### src/rtl/painel_pkg.sv
// Shared types and helpers for the scrolling LED column scanner.
// Optional build macro: PAINEL_ATIVO_BAIXO_EN (active-low panel outputs).
package painel_pkg;

  localparam int DEF_ROWS     = 7;
  localparam int DEF_NUM_COLS = 5;

  typedef enum logic [1:0] {
    IDLE,
    BLANK,
    DRIVE
  } estado_t;

  function automatic int end_mod(
    input int off,
    input int col,
    input int len
  );
    return (off + col) % len;
  endfunction

endpackage

### src/rtl/sincroniza_borda.sv
// Multi-flop synchroniser for an asynchronous tick followed by a
// registered rising-edge detector producing a one-clk pulse.
module sincroniza_borda #(
  parameter int SYNC_STAGES = 2
) (
  input  logic clk,
  input  logic reset,
  input  logic din,
  output logic pulso
);

  logic [SYNC_STAGES-1:0] sr;
  logic                   ant;

  always_ff @(posedge clk) begin
    if (reset) begin
      sr    <= '0;
      ant   <= 1'b0;
      pulso <= 1'b0;
    end else begin
      sr    <= {sr[SYNC_STAGES-2:0], din};
      ant   <= sr[SYNC_STAGES-1];
      pulso <= sr[SYNC_STAGES-1] & ~ant;
    end
  end

endmodule

### src/rtl/painel_rolagem_varredura.sv
// Multiplexed LED column scanner with frame-aligned horizontal scroll.
// Define PAINEL_ATIVO_BAIXO_EN for common-anode (inverted) outputs.
module painel_rolagem_varredura
  import painel_pkg::*;
#(
  parameter int NUM_COLS    = DEF_NUM_COLS,
  parameter int ROWS        = DEF_ROWS,
  parameter int MSG_LEN     = 16,
  parameter int SYNC_STAGES = 2,
  parameter int BLANK_CYC   = 2
) (
  input  logic                       clk,
  input  logic                       reset,
  input  logic                       tick_col_in,
  input  logic                       tick_rol_in,
  input  logic                       enable,
  input  logic                       wr_valid,
  output logic                       wr_ready,
  input  logic [$clog2(MSG_LEN)-1:0] wr_addr,
  input  logic [ROWS-1:0]            wr_data,
  output logic [NUM_COLS-1:0]        col_sel,
  output logic [ROWS-1:0]            row_data,
  output logic                       frame_done
);

  localparam int AW = $clog2(MSG_LEN);
  localparam int CW = (NUM_COLS > 1) ? $clog2(NUM_COLS) : 1;
  localparam int BW = $clog2(BLANK_CYC + 1);

`ifdef PAINEL_ATIVO_BAIXO_EN
  localparam logic INV = 1'b1;
`else
  localparam logic INV = 1'b0;
`endif

  logic col_p;
  logic rol_p;

  sincroniza_borda #(
    .SYNC_STAGES(SYNC_STAGES)
  ) u_sinc_col (
    .clk  (clk),
    .reset(reset),
    .din  (tick_col_in),
    .pulso(col_p)
  );

  sincroniza_borda #(
    .SYNC_STAGES(SYNC_STAGES)
  ) u_sinc_rol (
    .clk  (clk),
    .reset(reset),
    .din  (tick_rol_in),
    .pulso(rol_p)
  );

  estado_t           st;
  estado_t           st_n;
  logic [CW-1:0]     col;
  logic [CW-1:0]     col_n;
  logic [AW-1:0]     off;
  logic [AW-1:0]     off_n;
  logic              pend;
  logic              pend_n;
  logic [BW-1:0]     bcnt;
  logic [BW-1:0]     bcnt_n;
  logic              wrap;
  logic              latch;
  logic              rdy;
  logic [AW-1:0]     rd_addr;
  logic [NUM_COLS-1:0] oh_n;
  logic [ROWS-1:0]   mem [MSG_LEN];

  assign rd_addr  = AW'(end_mod(int'(off), int'(col), MSG_LEN));
  assign latch    = (st == BLANK) && (bcnt == BW'(BLANK_CYC - 1));
  assign wr_ready = rdy & ~latch;
  assign oh_n     = NUM_COLS'(1) << col_n;

  always_comb begin
    st_n   = st;
    col_n  = col;
    off_n  = off;
    pend_n = pend | rol_p;
    bcnt_n = bcnt;
    wrap   = 1'b0;
    if (!enable) begin
      st_n = IDLE;
    end else begin
      unique case (st)
        IDLE: begin
          st_n   = BLANK;
          bcnt_n = '0;
        end
        BLANK: begin
          if (latch) st_n = DRIVE;
          else bcnt_n = bcnt + 1'b1;
        end
        DRIVE: begin
          if (col_p) begin
            st_n   = BLANK;
            bcnt_n = '0;
            if (col == CW'(NUM_COLS - 1)) begin
              col_n = '0;
              wrap  = 1'b1;
              // pending is consumed before a coincident rol_p re-arms it
              pend_n = rol_p;
              if (pend) begin
                off_n = (off == AW'(MSG_LEN - 1)) ? '0 : off + 1'b1;
              end
            end else begin
              col_n = col + 1'b1;
            end
          end
        end
        default: st_n = IDLE;
      endcase
    end
  end

  always_ff @(posedge clk) begin
    if (reset) begin
      st         <= IDLE;
      col        <= '0;
      off        <= '0;
      pend       <= 1'b0;
      bcnt       <= '0;
      rdy        <= 1'b0;
      frame_done <= 1'b0;
      col_sel    <= {NUM_COLS{INV}};
      row_data   <= {ROWS{INV}};
      for (int i = 0; i < MSG_LEN; i++) mem[i] <= '0;
    end else begin
      st         <= st_n;
      col        <= col_n;
      off        <= off_n;
      pend       <= pend_n;
      bcnt       <= bcnt_n;
      rdy        <= 1'b1;
      frame_done <= wrap;
      col_sel    <= {NUM_COLS{INV}} ^ ((st_n == DRIVE) ? oh_n : '0);
      if (st_n != DRIVE) row_data <= {ROWS{INV}};
      else if (latch) row_data <= {ROWS{INV}} ^ mem[rd_addr];
      if (wr_valid && wr_ready && (int'(wr_addr) < MSG_LEN)) begin
        mem[wr_addr] <= wr_data;
      end
    end
  end

endmodule
### config.mk
export PLATFORM = sky130hd
export DESIGN_NAME = painel_rolagem_varredura
export DESIGN_NICKNAME = d
export VERILOG_FILES = /design/src/rtl/painel_pkg.sv /design/src/rtl/sincroniza_borda.sv /design/src/rtl/painel_rolagem_varredura.sv
export SDC_FILE = /design/constraint.sdc
export NUM_CORES = 1
export LEC_CHECK = 0
export ABC_CLOCK_PERIOD_IN_PS = 2900
export CAP_MARGIN = 10
export CORE_MARGIN = 1
export CORE_UTILIZATION = 25
export DETAILED_ROUTE_END_ITERATION = 10
export GPL_ROUTABILITY_DRIVEN = 0
export PLACE_DENSITY_LB_ADDON = 0.08
export SETUP_SLACK_MARGIN = 0.05
export SLEW_MARGIN = 30
export SYNTH_ARGS = -nofsm -noshare
export SYNTH_HDL_FRONTEND = slang
export SYNTH_SLANG_ARGS = --single-unit
export TNS_END_PERCENT = 100
### constraint.sdc
create_clock -name clk -period 2.9 [get_ports clk]
set_input_delay 0.58 -clock clk [delete_from_list [all_inputs] [get_ports clk]]
set_output_delay 0.58 -clock clk [all_outputs]
set_load 0.02 [all_outputs]
Word-level counts from Yosys, hierarchy flattened
Memories as Yosys holds them, arrays and structs flattened. A register that Yosys moved wholly into a read port is not among the register bits.
Index checks and enable logic that the tools add are counted.
{"block": "classes", "n_addsub": 4, "eq_ne": 9, "shift": 1, "n_mux": 26, "bitwise": 11, "reduce_logical": 10}
{"operator": "1-bit 2-to-1 mux", "count": 12}
{"operator": "3-bit 2-to-1 mux", "count": 4}
{"operator": "2-bit one-hot mux with 3 select lines", "count": 2}
{"operator": "2-bit 2-to-1 mux", "count": 5}
{"operator": "4-bit 2-to-1 mux", "count": 2}
{"operator": "7-bit 2-to-1 mux", "count": 1}
{"operator": "1-bit inverter", "count": 7}
{"operator": "7-bit OR reduction", "count": 1}
{"operator": "5-bit AND reduction", "count": 1}
{"operator": "1-bit by 3-bit left shift with 5-bit output (first input constant)", "count": 1}
{"operator": "4-bit by 1-bit adder with 4-bit output (second input constant)", "count": 1}
{"operator": "4-bit by 3-bit adder with 4-bit output", "count": 1}
{"operator": "2-bit by 1-bit equality test with 1-bit output (second input constant)", "count": 2}
{"operator": "2-bit equality test (second input constant)", "count": 2}
{"operator": "4-bit equality test (second input constant)", "count": 1}
{"operator": "2-bit inequality test (second input constant)", "count": 2}
{"operator": "4-bit AND reduction", "count": 1}
{"operator": "2-bit OR reduction", "count": 2}
{"operator": "4-bit OR reduction", "count": 1}
{"operator": "3-bit by 1-bit adder with 3-bit output (second input constant)", "count": 1}
{"operator": "1-bit AND", "count": 3}
{"operator": "3-bit equality test (second input constant)", "count": 1}
{"operator": "3-bit nonzero test", "count": 1}
{"operator": "2-bit by 1-bit adder with 2-bit output (second input constant)", "count": 1}
{"operator": "4 further kinds", "count": 5}
{"block": "word_totals", "register_bits": 27, "ramBits": 112, "input_bits": 17, "elab_cells": 76, "n_memories": 1}
{"memory": "mem", "depth": 16, "width": 7, "rd": 1, "rd_ports_with_merged_regs": 1, "write_ports": 16, "line_no": "painel_rolagem_varredura.sv:72", "source": "logic [ROWS-1:0] mem [MSG_LEN];"}

Logic depth before layout (Yosys ltp)
{"block": "depth", "ltp_word": 10, "mapped_depth": 9, "ltp_nobuf": 7}

Hierarchy
A second synthesis with hierarchy kept.
{"block": "unflattened", "cells_unflattened": 495, "hier_area_um2": 6652.6}
{"mod": "painel_rolagem_varredura", "instances": 1, "cells_each": 479, "area_per_inst_um2": 6429.9, "seq_area_each_um2": 3883.7}
{"mod": "sincroniza_borda", "instances": 2, "cells_each": 8, "area_per_inst_um2": 111.4, "seq_area_each_um2": 80.1}

Worst setup path after synthesis
OpenSTA, ideal clock, no wires.
{"block": "synth_path", "kind": "reg-to-reg", "startpoint": "register col[0]", "endpoint": "register row_data[0], read port of mem", "setup_time_ns": 0.120, "arrival_ns": 2.113, "t_required_ns": 2.780, "slack_ns": 0.668, "stages_incl_launch_ff": 10, "n_path_buf": 2, "synth_period_minus_slack_ns": 2.232, "cell_sequence": "dfxtp_1 ha_1 inv_1 fa_1 buf_4 buf_2 mux4_2 nand2_1 a21oi_1 a211o_1"}
{"block": "synth_between", "elab_chain_len": 1}
{"element": "from (decl)", "line_no": "painel_rolagem_varredura.sv:59", "source": "logic [CW-1:0] col;"}
{"element": "from (signal assigned)", "line_no": "painel_rolagem_varredura.sv:134", "source": "col <= col_n;"}
{"element": "4-bit by 3-bit adder with 4-bit output", "line_no": "painel_pkg.sv:19", "source": "return (off + col) % len;"}
{"element": "to (decl)", "line_no": "painel_rolagem_varredura.sv:22", "source": "output logic [ROWS-1:0] row_data,"}
No other way between the ends.
A chain may end at the register's enable or synchronous reset.

Worst setup path in the final report
{"block": "layout_path", "startpoint": "register bcnt[1]", "endpoint": "output port wr_ready"}
{"block": "layout_between", "elab_chain_len": 4}
{"element": "from (decl)", "line_no": "painel_rolagem_varredura.sv:65", "source": "logic [BW-1:0] bcnt;"}
{"element": "from (signal assigned)", "line_no": "painel_rolagem_varredura.sv:137", "source": "bcnt <= bcnt_n;"}
{"element": "2-bit by 1-bit equality test with 1-bit output", "line_no": "painel_rolagem_varredura.sv:75", "source": "assign latch = (st == BLANK) && (bcnt == BW'(BLANK_CYC - 1));"}
{"element": "1-bit logical AND", "line_no": "painel_rolagem_varredura.sv:75"}
{"element": "1-bit inverter", "line_no": "painel_rolagem_varredura.sv:76", "source": "assign wr_ready = rdy & ~latch;"}
{"element": "1-bit AND", "line_no": "painel_rolagem_varredura.sv:76"}
{"element": "to (decl)", "line_no": "painel_rolagem_varredura.sv:18", "source": "output logic wr_ready,"}
No other way between the ends.

==> results.md <==
* Detailed Routing Iterations Pass 1 at 4
* Worst Setup SP: bcnt[1]
* CTS tree: done
* CP Max Fanout at 5
* Footprint of the multi-input gates at 2430 sq um
* CP Launch Type: flop
* Hold Crit Depth at 1
* CTS Root Cell: clkbuf_16
* Hold Fails Final Rpt at 0
* Reg2Reg Capture Point: row_data[1]
* Post-DRT Antenna Nets at 0
* Vias at 3889
* # rows at 59
* Power density over cell area at 572 nW/um^2
* Setup_tns at 0 ns
* Final non-filler cell total at ~900
* Synth warnings at 0
* Post-synthesis sequential area ratio at 61.1%
* H-Tree Depth at 4
* CTS Sinks at 146
* Initial DRC count at approximately 240
* Die X at 165 microns
* First-pass GRT wire length at 25000 microns
* Avg Cell Area, Syn at around 13 sq um
* CP Capture Type: output port
* Final design instance area without fill at between 7000 and 8000 sq um
* Max_slew headroom at around half
* Layout area overhead at 20.8%
* RSZ-0062 raised after global routing: false
* Seq cells post-synth at between 100 and 150
* Fillers at approximately 2600
* Period utilization at roughly nine tenths
* Layout cell share with drive strength beyond 1 at around 14%
* Bufs on Longest Clock Path at 2
* Cts bufs inserted at 17
* Clk_skew at between 0.01 and 0.015 ns
* Worst slew pin tran at around 0.74 ns
* Area leader, netlist: edfxtp_1
* Number of distinct library cells after synthesis at 42
* Clk_lat worst skew at roughly 0.43 ns
* Outcome: finished clean
* CP required at roughly 2.3 ns
* Share of the synthesized area in the top cell type at around half
* # port buffers at 30
* Largest net degree at the start of global routing at 29
* Die height at about 160 microns
* Post-Syn Instances at a little under 500
* Hold endpoint: u_sinc_rol.pulso
* WS Path Type: reg2out
* Crit path DAT at roughly 2.0 ns
* Initial antenna violation count at 0
* Cts repair resizes at 0
* Setup slack at placement at 0.206 ns
* Fin crit period at 2.58 ns
* Vias/cell at 4.35
* Prevailing post-synth register cell: edfxtp_1
* Final Max Slew Viols at 0
* Grt total ovfl at 0
* Hold_buf cts at 0
* Wire per inst at ~19 microns
* Drt drc at 0
* R2r worst-path depth at 8
* EDFF count, synth at approximately 110
* Area of the core at 26000 sq um
* Final setup viols at 0
* Vias in the first global route at around 4000
* Max Clk Rate at roughly 390 MHz
* Register area at around 4000 sq um
* Fin nets at roughly 570
* Min-Delay Path Class: reg2reg
* Detailed Place HPWL at around 12000 microns
* Io pins at 31
* Post-DP Area at ~7400 sq um
* Die area at 27100 sq um
* Syn nets at ~520
* Clock Pin Slew Worst Setup and Hold Paths at 0.07 ns
* Post-Synthesis Cell Area at 6620 sq um
* Pleak at roughly 3.1 nW
* Area contributors post-synth: edfxtp_1 (51%), and2_1 (11%), dfxtp_1 (10%)
* Fraction of registers with async set/reset at 0%
* GRT Util Overall at a little over an eighth
* Initial Util at 25.5%
* Worst Min Path Start: u_sinc_rol.ant
* Reg2Reg Setup Slack at between 0.4 and 0.5 ns
* Placed cell count at between 800 and 900
* PnR worst setup slack at 0.317 ns
* Reg-to-reg startpoint: col[0]
* Peak supply drop at about 0.37 mV
* Final Routed Wirelength at between 15000 and 20000 microns
* Setup bufs post-CTS at 0
* Max cap viols at 0
logic make-up after synthesis:
logic type	count (synthesis)	share of synthesized area, %
simple gates	222	19.0
buf+inv	28	2.31
xor+xnor	3	0.397
compound gates	54	4.69
flops	146	61.1
mux	31	10.8
fa+ha+maj	8	1.63
metrics by stage:
stage	total power, W	utilization (%)	hold WS, ns
after global routing	0.00473	30.8	0.402
after CTS	0.00462	30.7	0.384
after detailed placement	0.00254	28.6	0.374
after floorplan	0.00243	-	0.367
final	0.00457	30.8	0.383
after global placement	0.00254	28.6	0.374
cell type report:
cell class | instances | area share (%)
Timing Repair Buffer | 55 | 6.42
Tap cell | 335 | 5.24
Antenna cell | 1 | 0.0313
Clock buffer | 18 | 5.37
Multi-Input combinational cell | 318 | 30.5
Inverter | 8 | 0.376
Clock inverter | 14 | 1.53
Sequential cell | 146 | 50.6
Yosys cell counts (all sizes together) (2+ instances only):
library cell,n
inv,8
a21oi,25
a211o,7
or2,4
xnor2,2
nor2,32
and2,113
nand3,3
dfxtp,34
nand2b,3
mux2i,3
buf,9
mux4,28
nand3b,4
nor2b,11
nor3,9
and3,2
edfxtp,112
o21ai,17
clkbuf,11
ha,7
nand2,34
how the worst max path moves through the flow:
stage	end	cells after the start
detailed placement	row_data[3]	8
CTS	wr_ready	5
global route	wr_ready	5
global placement	row_data[3]	8
finish	wr_ready	5
floorplan	row_data[0]	9
cell usage in the layout, fill, tap and decap left out, types with 2 or more instances in the layout:
cell	count
and2_1	113
edfxtp_1	112
nand2_1	34
dfxtp_1	34
nor2_1	32
clkdlybuf4s50_1	30
a21oi_1	25
buf_4	23
o21ai_0	17
clkbuf_16	17
mux4_1	15
mux4_2	13
nor2b_1	11
inv_1	8
a211o_1	7
ha_1	7
nor3_1	5
nand3b_1	4
nor3_2	4
or2_2	4
inv_6	4
clkinv_4	4
nand3_1	3
nand2b_1	3
mux2i_1	3
inv_8	3
and3_1	2
clkinvlp_4	2
buf_12	2
sequential cells by signal, indices dropped and copies added (netlist names), 2 cells and up:
| signal | flops |
|---|---|
| st | 2 |
| row_data | 7 |
| off | 4 |
| col_sel | 5 |
| mem | 112 |
| u_sinc_rol.sr | 2 |
| u_sinc_col.sr | 2 |
| bcnt | 2 |
| col | 3 |
metal layers:
| layer | global-route usage [%] | vias up | wire [microns] |
|---|---|---|---|
| met4 | 4.00 | 0 | 135 |
| li1 | - | 1893 | - |
| met1 | 17.5 | 1944 | 7970 |
| met5 | 0 | - | 0 |
| met3 | 2.94 | 8 | 466 |
| met2 | 21.5 | 44 | 8170 |
critical path, stage by stage (launching register included):
cell             delay (ns)
dfxtp_1                0.33
inv_1                  0.05
ha_1                   0.20
nand3b_1               0.23
and2_1                 0.17
clkdlybuf4s50_1        0.59
report_power, final:
group	total (W)	leakage (nW)	internal [W]	switching (W)
clock network	0.00208	0.265	0.00112	0.000958
registers	0.00231	1.48	0.00229	0.0000159
logic	0.000181	1.31	0.0000669	0.000114
total	0.00457	3.06	0.00349	0.00109
(Power assumes the default switching activity.)
